$ cat config.mk
export PLATFORM = sky130hd
export DESIGN_NAME = ebus_arbiter
export DESIGN_NICKNAME = d
export VERILOG_FILES = /design/src/rtl/ebus_arbiter.sv
export SDC_FILE = /design/constraint.sdc
export NUM_CORES = 1
export LEC_CHECK = 0
export CAP_MARGIN = 5
export CORE_ASPECT_RATIO = 0.6
export CORE_UTILIZATION = 53
export CTS_BUF_LIST = sky130_fd_sc_hd__clkbuf_2
export DETAILED_ROUTE_END_ITERATION = 8
export DONT_BUFFER_PORTS = 1
export PLACE_DENSITY = 0.8
export SLEW_MARGIN = 20
export SYNTH_ARGS = -nofsm -noshare
export SYNTH_HDL_FRONTEND = slang
export SYNTH_SLANG_ARGS = --single-unit
$ cat constraint.sdc
create_clock -name clk -period 5.9 [get_ports clk]
set_clock_uncertainty 0.1 [all_clocks]
set_input_delay 0.885 -clock clk [delete_from_list [all_inputs] [get_ports clk]]
set_output_delay 0.885 -clock clk [all_outputs]
set_load 0.01 [all_outputs]
$ cat src/rtl/ebus_arbiter.sv
`timescale 1ns/1ps
// ebus_arbiter
// Sequences EBOX-side EBUS transactions (CONO/CONI/DATAO/DATAI) and PI-side
// interrupt function cycles onto the single shared EBUS.
//
// Ports:
//   clk, RESET                    clock, asynchronous active-high reset
//   ebox_req/func/cs/wdata        EBOX request (held until ebox_done)
//   ebox_done/rdata/nxd           EBOX completion pulse, read data, timeout flag
//   pi_req/func/cs                PI function request (always a read)
//   pi_done/rdata/nxd             PI completion pulse, read data, timeout flag
//   ebus_cs/func/demand           registered EBUS controller select, function, demand
//   ebus_data_oe/data_out         EBUS write-data driver enable and data
//   ebus_xfer, ebus_data_in       device transfer acknowledge and read data
//   busy                          a transaction is in progress
//
// A transaction walks IDLE -> SETUP -> DEMAND -> RELEASE -> IDLE. SETUP gives
// the bus SETUP cycles of settled cs/func/data before demand; DEMAND waits for
// the device to raise xfer; RELEASE waits for it to drop xfer. Both waits are
// bounded by TIMEOUT and report a non-existent device through the nxd flag.
module ebus_arbiter #(
  parameter int unsigned SETUP   = 2,   // 1..7
  parameter int unsigned TIMEOUT = 63   // 1..255
) (
  input  logic        clk,
  input  logic        RESET,
  input  logic        ebox_req,
  input  logic [2:0]  ebox_func,
  input  logic [6:0]  ebox_cs,
  input  logic [35:0] ebox_wdata,
  output logic        ebox_done,
  output logic [35:0] ebox_rdata,
  output logic        ebox_nxd,
  input  logic        pi_req,
  input  logic [2:0]  pi_func,
  input  logic [6:0]  pi_cs,
  output logic        pi_done,
  output logic [35:0] pi_rdata,
  output logic        pi_nxd,
  output logic [6:0]  ebus_cs,
  output logic [2:0]  ebus_func,
  output logic        ebus_demand,
  output logic        ebus_data_oe,
  output logic [35:0] ebus_data_out,
  input  logic        ebus_xfer,
  input  logic [35:0] ebus_data_in,
  output logic        busy
);

  localparam logic [7:0] SetupLast  = 8'(SETUP - 1);
  localparam logic [7:0] TimeoutCnt = 8'(TIMEOUT);

  typedef enum logic [1:0] {StIdle, StSetup, StDemand, StRelease} state_e;

  state_e      state_q, state_d;
  logic [7:0]  cnt_q, cnt_d;
  // last_pi_q also identifies the owner of the transaction in flight.
  logic        last_pi_q, last_pi_d;
  logic        wr_q, wr_d;
  logic [6:0]  cs_q, cs_d;
  logic [2:0]  func_q, func_d;
  logic        demand_q, demand_d;
  logic        oe_q, oe_d;
  logic [35:0] dout_q, dout_d;
  logic        ebox_done_q, ebox_done_d;
  logic        pi_done_q, pi_done_d;
  logic [35:0] ebox_rdata_q, ebox_rdata_d;
  logic [35:0] pi_rdata_q, pi_rdata_d;
  logic        ebox_nxd_q, ebox_nxd_d;
  logic        pi_nxd_q, pi_nxd_d;

  logic ebox_elig, pi_elig, grant_pi, grant_ebox, ebox_is_wr;

  // A requester still holding req during its own done cycle is not asking again.
  assign ebox_elig  = ebox_req & ~ebox_done_q;
  assign pi_elig    = pi_req & ~pi_done_q;
  assign grant_pi   = pi_elig & (~ebox_elig | ~last_pi_q);
  assign grant_ebox = ebox_elig & ~grant_pi;
  assign ebox_is_wr = (ebox_func == 3'b000) || (ebox_func == 3'b010);

  always_comb begin
    state_d      = state_q;
    cnt_d        = cnt_q;
    last_pi_d    = last_pi_q;
    wr_d         = wr_q;
    cs_d         = cs_q;
    func_d       = func_q;
    demand_d     = demand_q;
    oe_d         = oe_q;
    dout_d       = dout_q;
    ebox_done_d  = 1'b0;
    pi_done_d    = 1'b0;
    ebox_rdata_d = ebox_rdata_q;
    pi_rdata_d   = pi_rdata_q;
    ebox_nxd_d   = ebox_nxd_q;
    pi_nxd_d     = pi_nxd_q;

    unique case (state_q)
      StIdle: begin
        if (grant_pi) begin
          cs_d      = pi_cs;
          func_d    = pi_func;
          wr_d      = 1'b0;
          oe_d      = 1'b0;
          dout_d    = '0;
          pi_nxd_d  = 1'b0;
          last_pi_d = 1'b1;
          cnt_d     = '0;
          state_d   = StSetup;
        end else if (grant_ebox) begin
          cs_d       = ebox_cs;
          func_d     = ebox_func;
          wr_d       = ebox_is_wr;
          oe_d       = ebox_is_wr;
          dout_d     = ebox_is_wr ? ebox_wdata : '0;
          ebox_nxd_d = 1'b0;
          last_pi_d  = 1'b0;
          cnt_d      = '0;
          state_d    = StSetup;
        end
      end

      StSetup: begin
        if (cnt_q == SetupLast) begin
          cnt_d    = '0;
          demand_d = 1'b1;
          state_d  = StDemand;
        end else begin
          cnt_d = cnt_q + 8'd1;
        end
      end

      StDemand: begin
        if (ebus_xfer) begin
          // xfer wins over a simultaneous timeout.
          if (!wr_q) begin
            if (last_pi_q) pi_rdata_d = ebus_data_in;
            else           ebox_rdata_d = ebus_data_in;
          end
          cnt_d    = '0;
          demand_d = 1'b0;
          state_d  = StRelease;
        end else if (cnt_q == TimeoutCnt) begin
          if (last_pi_q) begin
            pi_nxd_d   = 1'b1;
            pi_rdata_d = '0;
          end else begin
            ebox_nxd_d   = 1'b1;
            ebox_rdata_d = '0;
          end
          cnt_d    = '0;
          demand_d = 1'b0;
          state_d  = StRelease;
        end else begin
          cnt_d = cnt_q + 8'd1;
        end
      end

      StRelease: begin
        if (!ebus_xfer || (cnt_q == TimeoutCnt)) begin
          // Device still holding xfer at the timeout counts as non-existent.
          if (ebus_xfer) begin
            if (last_pi_q) pi_nxd_d = 1'b1;
            else           ebox_nxd_d = 1'b1;
          end
          if (last_pi_q) pi_done_d = 1'b1;
          else           ebox_done_d = 1'b1;
          cs_d    = '0;
          func_d  = '0;
          wr_d    = 1'b0;
          oe_d    = 1'b0;
          dout_d  = '0;
          cnt_d   = '0;
          state_d = StIdle;
        end else begin
          cnt_d = cnt_q + 8'd1;
        end
      end

      default: state_d = StIdle;
    endcase
  end

  always_ff @(posedge clk or posedge RESET) begin
    if (RESET) begin
      state_q      <= StIdle;
      cnt_q        <= '0;
      last_pi_q    <= 1'b0;
      wr_q         <= 1'b0;
      cs_q         <= '0;
      func_q       <= '0;
      demand_q     <= 1'b0;
      oe_q         <= 1'b0;
      dout_q       <= '0;
      ebox_done_q  <= 1'b0;
      pi_done_q    <= 1'b0;
      ebox_rdata_q <= '0;
      pi_rdata_q   <= '0;
      ebox_nxd_q   <= 1'b0;
      pi_nxd_q     <= 1'b0;
    end else begin
      state_q      <= state_d;
      cnt_q        <= cnt_d;
      last_pi_q    <= last_pi_d;
      wr_q         <= wr_d;
      cs_q         <= cs_d;
      func_q       <= func_d;
      demand_q     <= demand_d;
      oe_q         <= oe_d;
      dout_q       <= dout_d;
      ebox_done_q  <= ebox_done_d;
      pi_done_q    <= pi_done_d;
      ebox_rdata_q <= ebox_rdata_d;
      pi_rdata_q   <= pi_rdata_d;
      ebox_nxd_q   <= ebox_nxd_d;
      pi_nxd_q     <= pi_nxd_d;
    end
  end

  assign ebox_done     = ebox_done_q;
  assign ebox_rdata    = ebox_rdata_q;
  assign ebox_nxd      = ebox_nxd_q;
  assign pi_done       = pi_done_q;
  assign pi_rdata      = pi_rdata_q;
  assign pi_nxd        = pi_nxd_q;
  assign ebus_cs       = cs_q;
  assign ebus_func     = func_q;
  assign ebus_demand   = demand_q;
  assign ebus_data_oe  = oe_q;
  assign ebus_data_out = dout_q;
  assign busy          = (state_q != StIdle);

  a_done_excl : assert property (@(posedge clk) disable iff (RESET)
    !(ebox_done_q && pi_done_q));
  a_done_no_demand : assert property (@(posedge clk) disable iff (RESET)
    !((ebox_done_q || pi_done_q) && demand_q));

endmodule
==> flow_summary.toml, run 1 <==
[detailed_routing]
num_vias = 3922
drt_iter0_drc = 262
wirelength_um = 13700
final_antenna_net_count = 0
wl_per_cell_um = 19.8
drc = 0
viasPerCell = 5.66
drt_first_pass_iters = 5

[clock_tree]
cts_max_path_buffers = 2
root_buffer = "clkbuf_2"
cts_tree = "built"
cts_hold_buffers = 0
clkTransAtPathRegs_ps = 200
cts.htree.levels = 4
worstSkewPairLatency_ps = 630
post_cts_buffers = 0
cts_resized = 0
cts_buffers = 17
cts_sinks = 135

[timing]
setup_viol = 0
max_freq_mhz = 346
rsz0062_at_grt = "false"
slew_viol_final = 0
relSlewSlack_pct = 35.7
tns_ps = 0
worst_pin_slew_ps = 965
period_needed_ps = 2890
fin_crit_sh_pct = 49.0
hold_viol = 0

[global_routing]
grt-ovfl-total = 0
grt.total_usage_pct = 22.4
grt_max_degree = 77
grt_pass1_wl_um = 21100
grt_pass1_vias = 3965
antenna_found_initial = 0

[yosys]
synth_edf_count = 0
synth_cells = 529
synth-seq-cells = 135
synth_area_mm2 = 0.00638
syn_area_per_cell_um2 = 12.1
synthArstFlopShare_pct = 100
yosys_warnings = 0
synth_ff_type = "dfrtp_1"
synth_seq_area_share_pct = 52.9
ys_types = 44
synth_nets = 632

[layout]
nNetsFinal = 624
diodes = 0
nFillCells = 949
syn_to_final_growth_pct = 4.55
fin_cells = 693
fin_area_mm2 = 0.00667
final_util_pct = 57.9
final_layout_size_suffix_gt1_share_pct = 23.8

[floorplan]
ioPinCount = 222
coreArea_mm2 = 0.0115
start_util_pct = 55.4
die_w_um = 144
die_h_um = 87
dieArea_mm2 = 0.0125
rows = 30

[power]
power_leakage_nw = 3.16
pwr_density_cell_mw_per_mm2 = 515
finalPower_mw = 3.44
vdd_drop_max_v = 0.000250

[placement]
numPortBuffers = 0
dp_hpwl_um = 9590
placed_area_mm2 = 0.00639
dp.cells = 662
place_congestion = 0.913

[job]
cap_violations = 0

[critical_path]
r2r_setup_slack_ps = 3100
crit_arrival_ps = 1910
crit_end = "busy"
reg2reg_to = "ebus_cs[5]"
cp-start-kind = "flip-flop"
crit_path_end_kind = "output pin"
r2r_start = "state_q[0]"
cp_max_fo = 11
worstPathRequired_ps = 4910
startpoint = "state_q[0]"
reg2reg_depth = 5
critical_path_class = "flip-flop to output pin"

[min_path]
worstHoldPathType = "primary input to asynchronous set/reset pin"

[run_status]
status = "complete, no violations"
-- metal layers --
metal	share of wire (%)	track usage, %	routed length (um)
met1	41	26.9	5680
met4	1.0	5.71	144
met3	10	9.40	1390
met5	0	0	0
met2	47	37.4	6520
-- layout by cell type, fill, tap and decap left out, types with 2 or more instances in the layout --
cell / Yosys / routed
nor2_1: 9 / 9
inv_6: 0 / 3
a31oi_1: 3 / 3
a211oi_1: 2 / 2
nand2_1: 52 / 52
and3_1: 2 / 2
and2_1: 38 / 38
dfrtp_1: 135 / 135
nor3_1: 5 / 5
a21oi_1: 16 / 16
bufinv_16: 0 / 4
o21a_1: 2 / 2
inv_1: 45 / 44
o21ai_0: 15 / 15
nand3_1: 14 / 14
clkinvlp_4: 0 / 2
mux2_2: 53 / 53
clkinv_4: 0 / 2
nor3b_1: 2 / 2
a2111oi_4: 2 / 2
nor2b_1: 5 / 5
clkbuf_2: 0 / 18
ha_1: 6 / 6
mux2i_1: 37 / 37
nand2b_1: 3 / 3
o22ai_1: 6 / 6
nand3b_1: 2 / 2
buf_4: 3 / 3
mux2_4: 30 / 30
-- area by class of cell --
type	count	area, um2	share of cell area (%)
multi-input combinational	319	2620	39.2
inverter	45	171	2.57
tap	160	200	3.00
timing repair buffer	3	22.5	0.338
clock inverter	13	195	2.93
clock buffer	18	90.1	1.35
sequential	135	3380	50.6
-- stage by stage --
stage	hold WS [ps]	setup WS, ps
5_1_grt	117	2830
3_5_place_dp	447	3110
2_1_floorplan	406	1300
4_1_cts	158	2940
6_report	182	3010
3_3_place_gp	427	3190
-- registers in the layout (all words and copies together) (netlist names), 2 cells and up --
register / cells
ebus_cs: 7
state_q: 2
cnt_q: 8
ebox_rdata: 36
ebus_func: 3
pi_rdata: 36
ebus_data_out: 36
-- cells in the mapped netlist (2+ instances only) --
| cell | count | area share (%) |
|---|---|---|
| mux2_2 | 53 | 9.4 |
| a211oi_1 | 2 | 0.24 |
| inv_1 | 45 | 2.6 |
| nor2_1 | 9 | 0.53 |
| a2111oi_4 | 2 | 0.86 |
| nand2_1 | 52 | 3.1 |
| dfrtp_1 | 135 | 53 |
| nor2b_1 | 5 | 0.49 |
| nor3b_1 | 2 | 0.24 |
| mux2_4 | 30 | 7.1 |
| ha_1 | 6 | 1.2 |
| o21a_1 | 2 | 0.24 |
| buf_6 | 8 | 1.4 |
| and3_1 | 2 | 0.20 |
| o21ai_0 | 15 | 1.2 |
| a21oi_1 | 16 | 1.3 |
| nand3b_1 | 2 | 0.24 |
| mux2i_1 | 37 | 5.8 |
| and2_1 | 38 | 3.7 |
| buf_2 | 4 | 0.31 |
| nand2b_1 | 3 | 0.29 |
| buf_12 | 3 | 0.94 |
| a31oi_1 | 3 | 0.29 |
| nor3_1 | 5 | 0.39 |
| nand3_1 | 14 | 1.1 |
| clkbuf_1 | 11 | 0.65 |
| buf_4 | 3 | 0.35 |
| o22ai_1 | 6 | 0.59 |
-- critical path, cell delays in order (launching register included) --
cell and delay (ps):
dfrtp_1 460, inv_1 120, ha_1 490, inv_1 200
-- where the power goes --
group / internal [mW] / switching [mW]
combinational: 0.558 / 0.507
clock: 0.285 / 0.350
sequential: 1.28 / 0.461
-- worst min path at each step --
stage                        from           endpoint  slack [ps]  cells past startpoint
detailed placement     state_q[1]         state_q[1]         450                      1
floorplan                cnt_q[7]           cnt_q[7]         410                      2
CTS                         RESET   ebus_data_out[1]         160                      1
global route        ebox_wdata[0]   ebus_data_out[0]         120                      2
finish                      RESET  ebus_data_out[30]         180                      1
global placement       state_q[1]         state_q[1]         430                      1
-- cell families after synthesis --
| logic type | synth area share, % |
|---|---|
| AOI/OAI and AO/OA | 5.51 |
| DFF | 52.9 |
| adders and majority gates | 1.18 |
| buffers and inverters | 6.37 |
| and+or+nand+nor | 11.5 |
| muxes | 22.4 |
| xor gates and xnor gates | 0.137 |
No activity file was read; power rests on OpenSTA's default activity.
==> inputs of run 2 (changes only) <==
--- a/config.mk
+++ b/config.mk
@@ -11,7 +11,7 @@
 export CTS_BUF_LIST = sky130_fd_sc_hd__clkbuf_2
 export DETAILED_ROUTE_END_ITERATION = 8
 export DONT_BUFFER_PORTS = 1
-export PLACE_DENSITY = 0.8
+export PLACE_DENSITY = 0.83
 export SLEW_MARGIN = 20
 export SYNTH_ARGS = -nofsm -noshare
 export SYNTH_HDL_FRONTEND = slang
==> constraint.sdc (replaced) <==
create_clock -name clk -period 2.39 [get_ports clk]
set_clock_uncertainty 0.1 [all_clocks]
set_input_delay 0.3585 -clock clk [delete_from_list [all_inputs] [get_ports clk]]
set_output_delay 0.3585 -clock clk [all_outputs]
set_load 0.01 [all_outputs]
==> run 2 against run 1 <==
  * Setup slack worse by 2900 ps
  * Sequential share of layout area is 7.4 points lower
  * Sequential power is 150% higher
  * Die area stayed put
  * Critical path depth is 2 higher
  * Register-to-register slack worse by 3000 ps
  * Design area is 17% higher
  * Total power grew to 2.6 times the previous value
  * Critical path type is now flip-flop to flip-flop
  * Clock-buffer cell count stayed put
==> flow_summary.toml, run 2 (synthesis results as in run 1) <==
[run_status]
status = "complete, no violations"

[critical_path]
critical_path_class = "flip-flop to flip-flop"
crit_arrival_ps = 2740
cp-start-kind = "flip-flop"
crit_path_end_kind = "flip-flop"
worstPathRequired_ps = 2840
cp_max_fo = 13

[floorplan]
start_util_pct = 55.4
rows = 30
dieArea_mm2 = 0.0125
ioPinCount = 222
die_w_um = 144
die_h_um = 87
coreArea_mm2 = 0.0115

[clock_tree]
cts_tree = "built"
cts.htree.levels = 4
clkTransAtPathRegs_ps = 230
root_buffer = "clkbuf_2"
cts_max_path_buffers = 2
cts_buffers = 17
worstSkewPairLatency_ps = 670
cts_sinks = 135

[timing]
hold_ws_ps = 76.9
setup_viol = 0
period_needed_ps = 2290
slew_viol_final = 0
tns_ps = 0
relSlewSlack_pct = 43.9
worst_pin_slew_ps = 840
fin_crit_sh_pct = 95.8
max_freq_mhz = 437
fin_ws_ps = 101
rsz0062_at_grt = "false"
hold_viol = 0

[layout]
final_cell_mix = "dfrtp_1, dlygate4sd3_1, mux2_2, nand2_1, inv_1"
nFillCells = 791
final_layout_size_suffix_gt1_share_pct = 22.3
diodes = 0
final_util_pct = 67.8
multiInputGateArea_mm2 = 0.00263
final_common_cell = "dfrtp_1"
fin_cells = 806
syn_to_final_growth_pct = 22.4
nNetsFinal = 736
regArea_mm2 = 0.00338

[placement]
dp_hpwl_um = 10300
dp.cells = 674
numPortBuffers = 0
place_congestion = 0.848
dpl_worst_slack_ps = -7.59

[detailed_routing]
drc = 0
final_antenna_net_count = 0
drt_first_pass_iters = 6
num_vias = 4473
wl_per_cell_um = 19.9
drt_iter0_drc = 185
wirelength_um = 16000
viasPerCell = 5.55

[global_routing]
grt-ovfl-total = 0
antenna_found_initial = 0
grt.total_usage_pct = 26.3
grt_pass1_vias = 4805
grt_pass1_wl_um = 24800
grt_max_degree = 49

[job]
cap_violations = 0

[power]
pwr_density_cell_mw_per_mm2 = 1130
vdd_drop_max_v = 0.000967
power_leakage_nw = 3.65

[min_path]
worstHoldPathType = "primary input to flip-flop"
-- run 2: through the flow --
step	area (um2)	power, mW
after floorplan	6390	6.46
after global placement	6570	6.96
after detailed placement	6570	7.19
after CTS	7800	8.82
after global routing	7810	9.35
final	7810	8.86
-- run 2: repair_timing --
item / CTS / global route
setup endpoints to repair: 6 / 1
resized for setup: 1 / 1
setup buffers: 3 / 0
hold buffers: 97 / 0
pin swaps: 1 / 0
hold endpoints to repair: 161 / 0
-- run 2: per-layer routing --
layer,routed length [um],share of wire (%),GRT usage (%),vias up
met1,6290,39,30.4,2229
met5,0,0,0,-
li1,-,-,-,1995
met4,388,2.4,10.6,0
met2,7750,48,44.0,219
met3,1600,10,10.4,30
-- run 2: path summary, 6_finish.rpt --
| kind | cells past startpoint | slack, ps | to | startpoint |
|---|---|---|---|---|
| min | 3 | 80 | pi_rdata[4] | ebus_xfer |
| max | 5 | 100 | ebus_cs[4] | pi_done |
| min in group asynchronous | 2 | 200 | ebus_data_out[12] | RESET |
| max in group asynchronous | 3 | 1240 | cnt_q[2] | RESET |
| min reg2reg | 1 | 490 | cnt_q[0] | cnt_q[0] |
| max reg2reg | 5 | 100 | ebus_cs[4] | pi_done |
-- run 2: area by class of cell --
type                    instances  share of cell area, %
inverters                      45                   2.21
multi-input cells             319                   33.6
well taps                     160                   2.56
clock inverters                14                   1.79
clock buffers                  18                   1.15
repair buffers                115                   15.4
flip-flops and latches        135                   43.2
-- run 2: power breakdown --
group | internal [mW] | leakage, nW | switching [mW] | total (mW)
combinational | 1.76 | 1.74 | 1.45 | 3.20
sequential | 3.16 | 1.78 | 1.16 | 4.32
clock | 0.409 | 0.134 | 0.927 | 1.34
-- run 2: worst max-delay path, stage by stage, from the launching register on --
cell and delay, ps:
dfrtp_1 500, nand2b_1 360, o21ai_0 280, a21oi_1 130, dlygate4sd3_1 570, mux2_2 260
==> inputs of run 3 (changes only) <==
--- a/config.mk
+++ b/config.mk
@@ -12,6 +12,7 @@
 export DETAILED_ROUTE_END_ITERATION = 8
 export DONT_BUFFER_PORTS = 1
 export PLACE_DENSITY = 0.83
+export RECOVER_POWER = 50
 export SLEW_MARGIN = 20
 export SYNTH_ARGS = -nofsm -noshare
 export SYNTH_HDL_FRONTEND = slang
==> run 3 against run 2 <==
  * The run now ends with max-capacitance violations, max-slew violations left
  * Via count barely moved
  * Design area fell by 0.22%
  * Critical path depth did not move
  * Setup slack barely moved
  * Total power fell by 0.12%
  * Clock-buffer cell count did not move
  * First-iteration DRC count fell by 0.54%
  * Sequential power barely moved
  * Register-to-register slack barely moved
  * Critical path type unchanged
  * Largest cell class unchanged
==> flow_summary.toml, run 3 (synthesis results as in run 1) <==
[critical_path]
crit_chain = "nand2b_1, o21ai_0, a21oi_1, dlygate4sd3_1, mux2_2"
worstPathRequired_ps = 2840
cpLargestDelayFamily = "buffers and inverters"
startpoint = "pi_done"
crit_path_end_kind = "flip-flop"
cp-start-kind = "flip-flop"
crit_arrival_ps = 2740
crit_buf_inv = 1
cp_max_fo = 13
critical_path_class = "flip-flop to flip-flop"
crit_slowest_cell = "dlygate4sd3_1"
slowest_delay_ps = 570
r2r_start = "pi_done"

[timing]
fin_ws_ps = 101
worst_pin_slew_ps = 1670
setup_viol = 0
slew_viol_final = 37
max_freq_mhz = 437
relSlewSlack_pct = -12.3
fin_crit_sh_pct = 95.8
hold_viol = 0
period_needed_ps = 2290
rsz0062_at_grt = "false"

[layout]
final_cell_mix = "dfrtp_1, dlygate4sd3_1, mux2_2, nand2_1, inv_1"
final_util_pct = 67.6
diodes = 0
syn_to_final_growth_pct = 22.1
final_common_cell = "dfrtp_1"
nNetsFinal = 736
final_layout_size_suffix_gt1_share_pct = 22.3

[job]
cap_violations = 1

[clock_tree]
cts_tree = "built"
cts.htree.levels = 4
cts_buffers = 17
root_buffer = "clkbuf_2"
cts_sinks = 135
clkTransAtPathRegs_ps = 230
worstSkewPairLatency_ps = 660
cts_max_path_buffers = 2

[placement]
numPortBuffers = 0
place_congestion = 0.848
dp_hpwl_um = 10300
dpl_worst_slack_ps = -7.59

[run_status]
violations = "max-capacitance violations, max-slew violations"
status = "complete, but fails checks"

[power]
finalPower_mw = 8.85
power_leakage_nw = 3.65
pwr_density_cell_mw_per_mm2 = 1130
vdd_drop_max_v = 0.000967

[global_routing]
grt_max_degree = 49
antenna_found_initial = 0
grt.total_usage_pct = 26.3
grt-ovfl-total = 0
grt_pass1_vias = 4805
grt_pass1_wl_um = 24800

[floorplan]
coreArea_mm2 = 0.0115
start_util_pct = 55.4
rows = 30
ioPinCount = 222
die_h_um = 87
dieArea_mm2 = 0.0125
die_w_um = 144

[detailed_routing]
drt_iter0_drc = 184
viasPerCell = 5.55
drt_first_pass_iters = 6
drc = 0
final_antenna_net_count = 0
wirelength_um = 16000
wl_per_cell_um = 19.9
num_vias = 4470

[min_path]
min-delay-start = "ebus_xfer"
worstHoldPathType = "primary input to flip-flop"
-- run 3: final timing paths --
path / slack, ps / end / cells after the start
worst min-delay path: 80 / pi_rdata[4] / 3
worst max register to register: 100 / ebus_cs[4] / 5
min in group asynchronous: 440 / ebus_data_out[12] / 2
max in group asynchronous: 330 / pi_rdata[12] / 3
worst max-delay path: 100 / ebus_cs[4] / 5
worst min register to register: 480 / cnt_q[0] / 1
-- run 3: layer usage --
metal | GRT usage [%] | vias to the layer above | share of wire, %
met5 | 0 | - | 0
li1 | - | 1993 | -
met4 | 10.6 | 0 | 2.4
met1 | 30.4 | 2215 | 39
met2 | 44.0 | 232 | 48
met3 | 10.4 | 30 | 10
-- run 3: stage by stage --
| step | cell area [um2] | cells | hold slack [ps] | setup TNS, ps |
|---|---|---|---|---|
| 2_1_floorplan | 6390 | 529 | 392 | 0 |
| 3_3_place_gp | 6570 | 674 | 324 | 0 |
| 3_5_place_dp | 6570 | 674 | 337 | -11.2 |
| 4_1_cts | 7800 | 806 | 10.0 | 0 |
| 5_1_grt | 7790 | 806 | 20.3 | 0 |
| 6_report | 7790 | 806 | 75.8 | 0 |
-- run 3: final cells by class --
cell class	count	area [um2]
fill	795	3730
multi-input combinational	319	2630
timing repair buffer	115	1190
clock buffer	18	90.1
clock inverter	14	140
tap	160	200
sequential	135	3380
inverter	45	170
-- run 3: tightest hold or removal path: stages --
cell	delay [ps]
buf_12	160
and2_1	170
mux2_4	140
-- run 3: repair_timing --
action,in CTS,in global routing
pin swaps,1,0
gates resized for setup,1,1
setup endpoints to repair,6,1
hold buffers,97,0
endpoints found under the hold margin,161,0
buffers inserted,3,0
-- run 3: power by group --
part	leakage, nW	switching (mW)	total, mW	internal, mW
registers	1.78	1.16	4.32	3.16
clock network	0.134	0.925	1.33	0.409
logic	1.74	1.44	3.20	1.75
total	3.65	3.53	8.85	5.32
